[src/rtl/sgd_v3.sv]
// sgd_v3: streaming linear-regression trainer using stochastic gradient descent.
// It walks an external sample memory for E epochs of N samples. For each sample
// it forms y_hat = b + sum(w_i*x_i) in Q8.8, computes the error e, and then
// updates every weight and the bias by e*x_i / 2^lr.
module sgd_v3 #(
  parameter int ADDR_WIDTH   = 12,
  parameter int MAX_FEATURES = 15,
  parameter int LENGTH       = 16,
  parameter int DATA_WIDTH   = LENGTH * (MAX_FEATURES + 1)
) (
  input  logic                  CLK,
  input  logic                  RST,
  input  logic                  hold,
  input  logic [DATA_WIDTH-1:0] data,
  output logic [ADDR_WIDTH-1:0] addr,
  input  logic [3:0]            feat,
  input  logic [7:0]            epoch,
  input  logic [ADDR_WIDTH-1:0] data_points,
  input  logic [3:0]            learn_rate,
  output logic [DATA_WIDTH-1:0] weights,
  output logic                  done
);

  typedef enum logic [2:0] {
    IDLE  = 3'd0,
    FETCH = 3'd1,
    MAC   = 3'd2,
    ERR   = 3'd3,
    UPD   = 3'd4,
    DONE  = 3'd5
  } state_t;

  // Field MAX_FEATURES of both the sample word and the weight word is special:
  // it holds the target y in a sample and the bias b in the weight word.
  localparam int BIAS = MAX_FEATURES;

  // Saturate a 32-bit signed intermediate to a Q8.8 value.
  function automatic logic signed [15:0] sat16(input logic signed [31:0] v);
    if (v > 32'sd32767)       sat16 = 16'sh7FFF;
    else if (v < -32'sd32768) sat16 = 16'sh8000;
    else                      sat16 = v[15:0];
  endfunction

  // Sign-extend a Q8.8 field to 32 bits.
  function automatic logic signed [31:0] sx(input logic [15:0] v);
    sx = {{16{v[15]}}, v};
  endfunction

  state_t state_q, state_d;

  // Configuration captured in IDLE. Inputs that change later have no effect.
  logic [3:0]            feat_q;
  logic [7:0]            epoch_q;
  logic [ADDR_WIDTH-1:0] npts_q;
  logic [3:0]            lr_q;

  // Walk counters: sample index, epoch, and feature index within MAC/UPD.
  logic [ADDR_WIDTH-1:0] idx_q;
  logic [7:0]            ep_q;
  logic [3:0]            cnt_q;

  // Datapath registers.
  logic [DATA_WIDTH-1:0] data_q;
  logic signed [31:0]    acc_q;
  logic signed [15:0]    err_q;
  logic [LENGTH-1:0]     coef_q [0:MAX_FEATURES];

  // Shared datapath signals.
  logic [15:0]        x_cur;
  logic [15:0]        y_cur;
  logic [15:0]        mul_a;
  logic signed [31:0] prod;
  logic signed [31:0] prod_q8;
  logic signed [15:0] yhat;
  logic signed [15:0] err_d;
  logic signed [15:0] w_new;
  logic signed [15:0] b_new;
  logic               last_feat;
  logic               mac_last;
  logic               last_sample;
  logic               last_epoch;

  // Arithmetic. One multiplier is shared: MAC forms w_i*x_i and UPD forms e*x_i.
  always_comb begin
    x_cur       = data_q[cnt_q*LENGTH +: LENGTH];
    y_cur       = data_q[BIAS*LENGTH +: LENGTH];
    mul_a       = (state_q == MAC) ? coef_q[cnt_q] : err_q;
    prod        = sx(mul_a) * sx(x_cur);
    prod_q8     = prod >>> 8;
    yhat        = sat16(acc_q + sx(coef_q[BIAS]));
    err_d       = sat16(sx(yhat) - sx(y_cur));
    w_new       = sat16(sx(coef_q[cnt_q]) - (prod_q8 >>> lr_q));
    b_new       = sat16(sx(coef_q[BIAS]) - (sx(err_q) >>> lr_q));
    last_feat   = (cnt_q == feat_q);
    mac_last    = (cnt_q == feat_q - 4'd1);
    last_sample = (idx_q == npts_q - ADDR_WIDTH'(1));
    last_epoch  = (ep_q == epoch_q - 8'd1);
  end

  // State register. Reset wins over hold, and hold freezes the state.
  // NOTE: sequential state uses non-blocking (<=) so that every register
  // samples the pre-edge values, independent of the order of the blocks.
  always_ff @(posedge CLK) begin
    if (RST) state_q <= IDLE;
    else     state_q <= state_d;
  end

  // Next-state logic.
  // NOTE: state_d gets a default before the case, so no path leaves it
  // unassigned and no latch is inferred.
  always_comb begin
    state_d = state_q;
    if (!hold) begin
      unique case (state_q)
        IDLE:  state_d = (epoch == 8'd0 || data_points == '0) ? DONE : FETCH;
        FETCH: state_d = (feat_q == 4'd0) ? ERR : MAC;
        MAC:   if (mac_last) state_d = ERR;
        ERR:   state_d = UPD;
        UPD:   if (last_feat) state_d = (last_sample && last_epoch) ? DONE : FETCH;
        DONE:  state_d = DONE;
        default: state_d = IDLE;
      endcase
    end
  end

  // Datapath and counters, advanced by the same state and hold as the FSM.
  // NOTE: the coefficient file is only 16 words and must read as zero right
  // after reset, so it is reset like ordinary flops instead of being left to
  // power-up contents.
  always_ff @(posedge CLK) begin
    if (RST) begin
      feat_q  <= '0;
      epoch_q <= '0;
      npts_q  <= '0;
      lr_q    <= '0;
      idx_q   <= '0;
      ep_q    <= '0;
      cnt_q   <= '0;
      data_q  <= '0;
      acc_q   <= '0;
      err_q   <= '0;
      for (int i = 0; i <= MAX_FEATURES; i++) coef_q[i] <= '0;
    end else if (!hold) begin
      unique case (state_q)
        IDLE: begin
          feat_q  <= feat;
          epoch_q <= epoch;
          npts_q  <= data_points;
          lr_q    <= learn_rate;
          idx_q   <= '0;
          ep_q    <= '0;
          cnt_q   <= '0;
          acc_q   <= '0;
          for (int i = 0; i <= MAX_FEATURES; i++) coef_q[i] <= '0;
        end
        FETCH: begin
          data_q <= data;
          acc_q  <= '0;
          cnt_q  <= '0;
        end
        MAC: begin
          acc_q <= acc_q + prod_q8;
          cnt_q <= mac_last ? 4'd0 : cnt_q + 4'd1;
        end
        ERR: begin
          err_q <= err_d;
          cnt_q <= '0;
        end
        UPD: begin
          if (!last_feat) begin
            coef_q[cnt_q] <= w_new;
            cnt_q         <= cnt_q + 4'd1;
          end else begin
            coef_q[BIAS] <= b_new;
            cnt_q        <= '0;
            if (!last_sample) begin
              idx_q <= idx_q + ADDR_WIDTH'(1);
            end else if (!last_epoch) begin
              ep_q  <= ep_q + 8'd1;
              idx_q <= '0;
            end
          end
        end
        default: ;
      endcase
    end
  end

  // Outputs: addr shows the sample index only while a sample is being worked on.
  always_comb begin
    addr = '0;
    if (state_q == FETCH || state_q == MAC || state_q == ERR || state_q == UPD)
      addr = idx_q;
    done = (state_q == DONE);
    for (int i = 0; i <= MAX_FEATURES; i++)
      weights[i*LENGTH +: LENGTH] = coef_q[i];
  end

endmodule

[config.mk]
export PLATFORM = sky130hd
export DESIGN_NAME = sgd_v3
export DESIGN_NICKNAME = d
export VERILOG_FILES = /design/src/rtl/sgd_v3.sv
export SDC_FILE = /design/constraint.sdc
export NUM_CORES = 2
export LEC_CHECK = 0
export CAP_MARGIN = 20
export CORE_MARGIN = 10
export CORE_UTILIZATION = 65
export CTS_BUF_LIST = sky130_fd_sc_hd__clkbuf_16
export CTS_CLUSTER_DIAMETER = 60
export DETAILED_ROUTE_END_ITERATION = 10
export DONT_BUFFER_PORTS = 1
export HOLD_SLACK_MARGIN = 0.08
export PLACE_DENSITY = 0.83
export SETUP_SLACK_MARGIN = 0.5
export SLEW_MARGIN = 20
export SYNTH_ARGS = -nofsm -noshare
export SYNTH_HDL_FRONTEND = slang
export SYNTH_SLANG_ARGS = --single-unit
[constraint.sdc]
create_clock -name CLK -period 30 [get_ports CLK]
set_clock_uncertainty 0.2 [all_clocks]
set_input_delay 3 -clock CLK [delete_from_list [all_inputs] [get_ports CLK]]
set_output_delay 3 -clock CLK [all_outputs]
set_load 0.02 [all_outputs]
After elaboration in Yosys (flattened, before gate mapping)
Memories as Yosys holds them, arrays and structs flattened. A register that Yosys moved wholly into a read port is not among the register bits.
Index checks and enable logic that the tools add are counted.

word-level totals
  RAM bits = 256
  output and inout port bits = 269
  memories = 1
  word-level logic and storage cells = 156
  register bits = 359

memories
  memory  depth  bits a word  read ports  clocked after memory_dff  write ports  line  text
  coef_q  16     16           17          1                         16           66    logic [LENGTH-1:0] coef_q [0:MAX_FEATURES];

operators by class
  add/sub/neg operators = 11
  multipliers = 1
  reduce and logical (&&, ||, !) cells = 23
  bitwise operators = 18
  equal/unequal tests = 14
  muxes and demuxes = 66
  shifts and indexed selects = 3
  $lt $le $gt $ge = 8

operators by type and width
  kind                                                   count
  2-to-1 mux 16 bit                                      27
  variable part select 256 x 9 -> 16 bit                 1
  > comparator 32 x 16 -> 1 bit (second input constant)  3
  < comparator 32 x 16 -> 1 bit (second input constant)  3
  one-hot mux 32 bit (2 select lines)                    1
  subtractor 16 x 32 -> 32 bit                           2
  2-to-1 mux 12 bit                                      4
  adder 32 x 16 -> 32 bit                                1
  adder 32 x 24 -> 32 bit                                1
  multiplier 16 x 16 -> 32 bit                           1
  >>> shifter 16 x 4 -> 32 bit                           1
  >>> shifter 24 x 4 -> 32 bit                           1
  2-to-1 mux 8 bit                                       3
  one-hot mux 12 bit (2 select lines)                    1
  2-to-1 mux 4 bit                                       5
  2-to-1 mux 1 bit                                       18
  one-hot mux 3 bit (6 select lines)                     1
  > comparator 17 x 16 -> 1 bit (second input constant)  1
  < comparator 17 x 16 -> 1 bit (second input constant)  1
  OR 1 bit                                               17
  subtractor 16 x 16 -> 17 bit                           1
  one-hot mux 8 bit (2 select lines)                     1
  OR reduction 16 bit                                    1
  adder 12 x 1 -> 12 bit (second input constant)         1
  30 further kinds                                       47

Logic depth before layout (Yosys ltp)
  depth after elaboration = 9
  gate-level depth with buffers = 52
  mapped depth without buffers = 45

Least setup slack after synthesis
OpenSTA, ideal clock, no wires.

  kind = register -> register
  start = register with a tool-made name
  end = memory coef_q[0][10], data pin
  cell stages (with the launch flop) = 49
  buffers on the path = 8
  setup slack = 17,273 ps
  setup time = 266 ps
  data arrival time = 12,261 ps
  clock period less this slack = 12,727 ps
  cell sequence = dfxtp_1 -> buf_2 -> buf_1 -> buf_1 -> mux4_2 -> mux4_2 -> nand2_1 -> o21ai_0 -> clkbuf_1 -> nand2_1 -> fa_1 -> inv_1 -> fa_1 -> fa_1 -> fa_1 -> fa_1 -> inv_1 -> fa_1 -> [13 not listed] -> a21oi_2 -> a221o_1 -> ha_1 -> a21o_1 -> a21o_1 -> or3_1 -> o22ai_1 -> a211oi_1 -> a21oi_1 -> a21oi_1 -> or2_2 -> and2_1 -> clkbuf_1 -> o211a_1 -> clkbuf_1 -> a21oi_1 -> buf_2 -> nor2_1

RTL lines
  item       line
  to (decl)  66

==> metrics.csv <==
stage,metric,value,unit
run_status,status,completed,
sta,Worst Slack Setup Final,15.06,ns
drt,drt first-iter violations,5806,
final_layout,number of nets at the end of the flow,5442,
yosys,count of flip-flops with a built-in enable after synthesis,256,
worst_setup_path,sort of element at the start of the critical path,flop,
global_route,vias in the first global route,37615,
clocking,CTS resizes,0,
global_route,first-pass GRT wire length,234,mm
job,number of max-capacitance violations reported,0,
final_layout,area of the multi-input gates,27200,µm²
drt,number of vias per cell,6.88,
sta,Max Clk Rate,0.0669,GHz
yosys,Synth Area per Inst,9.21,µm²
yosys,main flop type after synthesis,sky130_fd_sc_hd__dfxtp_1,
yosys,"area leader, netlist",sky130_fd_sc_hd__edfxtp_1,
floorplanning,number of rows in the core area,96,
sta,hold violation total from the final report,0,
final_layout,area of all sequential standard cells,15000,µm²
sta,RSZ-0062 raised after global routing,false,
yosys,share of the synthesized area in the top cell type,0.172,
placed_design,last weighted congestion value of the routability-driven placer,1.05,
global_route,pin count of the biggest net entering global routing,344,
clocking,clock slew seen by the registers of the worst setup and hold paths,0.07,ns
floorplanning,core region area,68300,µm²
clocking,total setup buffers inserted after CTS,0,
floorplanning,die area,79600,µm²
yosys,net count after synthesis,5607,
yosys,number of flip-flops and latches in the synthesized netlist,619,
clocking,CTS tree,yes,
yosys,count of cell types in the netlist,96,
worst_setup_path,standard cell with the maximum stage delay on the critical path,sky130_fd_sc_hd__a21oi_1,
sta,final setup fails,0,
yosys,post-synth design cell area,44700,µm²
sta,measured slew at the worst slew-check pin,1.26,ns
placed_design,number of port buffers,0,
drt,drt pass-1 iters,9,
sta,number of pins with negative max-slew slack in the final report,0,
worst_setup_path,data arrival at the endpoint of the critical path,15.08,ns
clocking,clock latency on the worst-skew pair,0.65,ns
power,maximum resistive drop on vdd,0.0634,mV
sta,Relative slew margins,0.160,
floorplanning,height of the chip,282,µm
sta,TNS Setup,0,ns
worst_setup_path,CP max stage delay,1.03,ns
worst_setup_path,CP required,30.14,ns
final_layout,"most common cell after layout, fill and taps aside",sky130_fd_sc_hd__nand2_1,
power,overall power consumption,2.38,mW
global_route,antenna violations before repair,19,
worst_setup_path,Worst setup EP type,flop,
power,leakage power total,18.9,nW
drt,# DRC,0,
final_layout,Finished Core Util,0.692,
worst_setup_path,Worst Setup Path Type,reg2reg,
drt,Routed WL,160,mm
clocking,hold-fix buffer count after cts,0,
final_layout,Synth-to-Final Area Change,5.93,%
yosys,fraction of registers with async set/reset,0,
sta,Final period util,0.498,
drt,number of nets with antenna violations after detailed routing,0,
drt,overall via count from detail_route,38701,
yosys,Yosys Warn Count,0,
final_layout,"top library cells by usage in the layout, fill and taps aside","sky130_fd_sc_hd__nand2_1 (875), sky130_fd_sc_hd__a21oi_1 (485), sky130_fd_sc_hd__nor2_1 (478), sky130_fd_sc_hd__inv_1 (398), sky130_fd_sc_hd__dfxtp_1 (355)",
sta,Final min period,14.94,ns
final_layout,filler cell count,4994,
yosys,register area share after synthesis,0.335,
clocking,sinks on the clock net,619,
clocking,htree depth,3,
floorplanning,width of the chip,282,µm
placed_design,placed wire-length estimate,117,mm
floorplanning,effective utilization at floorplan,0.653,
power,pwr dens,50.4,nW/µm²
global_route,total track usage,0.392,
worst_setup_path,most frequent CP cell,sky130_fd_sc_hd__fa_1,
clocking,clock buffers created by TritonCTS,66,
floorplanning,# IOs,556,
min_path,type of the tightest min-delay check,reg2reg,
worst_setup_path,"critical path fanouts, max",33,
final_layout,number of non-filler instances in the completed layout,5626,
drt,wire per inst,28.4,µm
placed_design,worst slack at placement,15.44,ns
global_route,overall overflow remaining after global route,0,
final_layout,fraction of final layout cells with drive strength greater than 1,0.0825,
yosys,cells taking the most area after synthesis,"sky130_fd_sc_hd__edfxtp_1 (17%), sky130_fd_sc_hd__dfxtp_1 (16%), sky130_fd_sc_hd__fa_1 (12%)",
clocking,CTS Buffer Depth,3,
yosys,cell count after synthesis,4846,
clocking,cell chosen for the clock root,sky130_fd_sc_hd__clkbuf_16,
placed_design,total instance count after detailed placement,5494,
-- where the power goes --
part           internal, mW  total [mW]  switching [mW]
logic                 0.171       0.524           0.354
clock network         0.467       0.838           0.371
registers             0.925        1.02          0.0965
-- worst max-delay path: cells and delay by family (launching register included) --
kind | cells | cell delay [ns]
flops | 1 | 0.79
compound gates | 14 | 4.34
fa+ha+maj | 8 | 3.72
xor+xnor | 1 | 0.44
mux | 3 | 1.27
simple gates | 10 | 2.93
buf+inv | 5 | 0.89
-- final timing paths --
| kind | end | depth (start not counted) | from | slack [ns] |
|---|---|---|---|---|
| setup / recovery | coef_q[10][9] | 41 | flop | 15.06 |
| hold reg to reg | data_q[168] | 2 | data_q[168] | 0.25 |
| hold / removal | data_q[168] | 2 | data_q[168] | 0.25 |
| setup reg to reg | coef_q[10][9] | 41 | flop | 15.06 |
-- cell type report --
cell class                      instances  share of cell area
Tap cell                              882              0.0233
Sequential cell                       619               0.317
Timing Repair Buffer                   48             0.00788
Clock inverter                         51              0.0107
Clock buffer                           66              0.0349
Multi-Input combinational cell       3554               0.575
Inverter                              392              0.0311
Antenna cell                           14            0.000741
-- metrics by stage --
step	instance area (µm²)	hold slack, ns
floorplan	44700	0.233
finish	47300	0.253
CTS	47200	0.251
global placement	45100	0.239
detailed placement	45100	0.243
global route	47300	0.267
-- sequential cells by signal, indices dropped and copies added (netlist names), 4 cells and up, named ones only --
| signal | flops |
|---|---|
| data_q | 256 |
| cnt_q | 4 |
| err_q | 16 |
| ep_q | 8 |
| lr_q | 4 |
| acc_q | 32 |
| coef_q | 256 |
| epoch_q | 8 |
| idx_q | 12 |
| feat_q | 4 |
| npts_q | 12 |
-- metal layers --
metal,GRT usage,wire (µm),part of all wire,vias to the layer above
met2,0.606,71500,0.45,3130
met5,0,139,0.00087,-
met3,0.162,23800,0.15,784
met4,0.241,12100,0.076,14
li1,-,-,-,16284
met1,0.450,52400,0.33,18489
-- kinds of logic (layout without fill, tap and decap cells) --
kind of cell,Yosys count,in the layout,synth area share
simple gates,1716,1716,0.164
compound gates,939,939,0.130
buf+inv,673,557,0.0578
flops,619,619,0.335
fa+ha+maj,489,489,0.181
mux,238,238,0.0989
xor+xnor,172,172,0.0339
other cells,0,14,0
-- synth_stat cells, drive strengths merged (12+ instances only) --
| master | count |
|---|---|
| or2 | 19 |
| fa | 267 |
| edfxtp | 256 |
| xor2 | 68 |
| o21bai | 15 |
| mux2i | 51 |
| nor2b | 47 |
| nand4 | 31 |
| a21o | 77 |
| dfxtp | 363 |
| a21oi | 493 |
| mux2 | 27 |
| mux4 | 160 |
| nand2 | 875 |
| o211ai | 20 |
| nor2 | 479 |
| nand2b | 52 |
| nor4 | 17 |
| xnor2 | 104 |
| a21boi | 12 |
| ha | 207 |
| a31oi | 20 |
| maj3 | 15 |
| a221o | 14 |
| clkbuf | 232 |
| inv | 389 |
| o21ai | 112 |
| nor3 | 42 |
| and3 | 26 |
| o21a | 21 |
| buf | 49 |
| a22oi | 26 |
| a211oi | 31 |
| nand3 | 43 |
| or3 | 13 |
| and2 | 39 |
(Power assumes the default switching activity.)
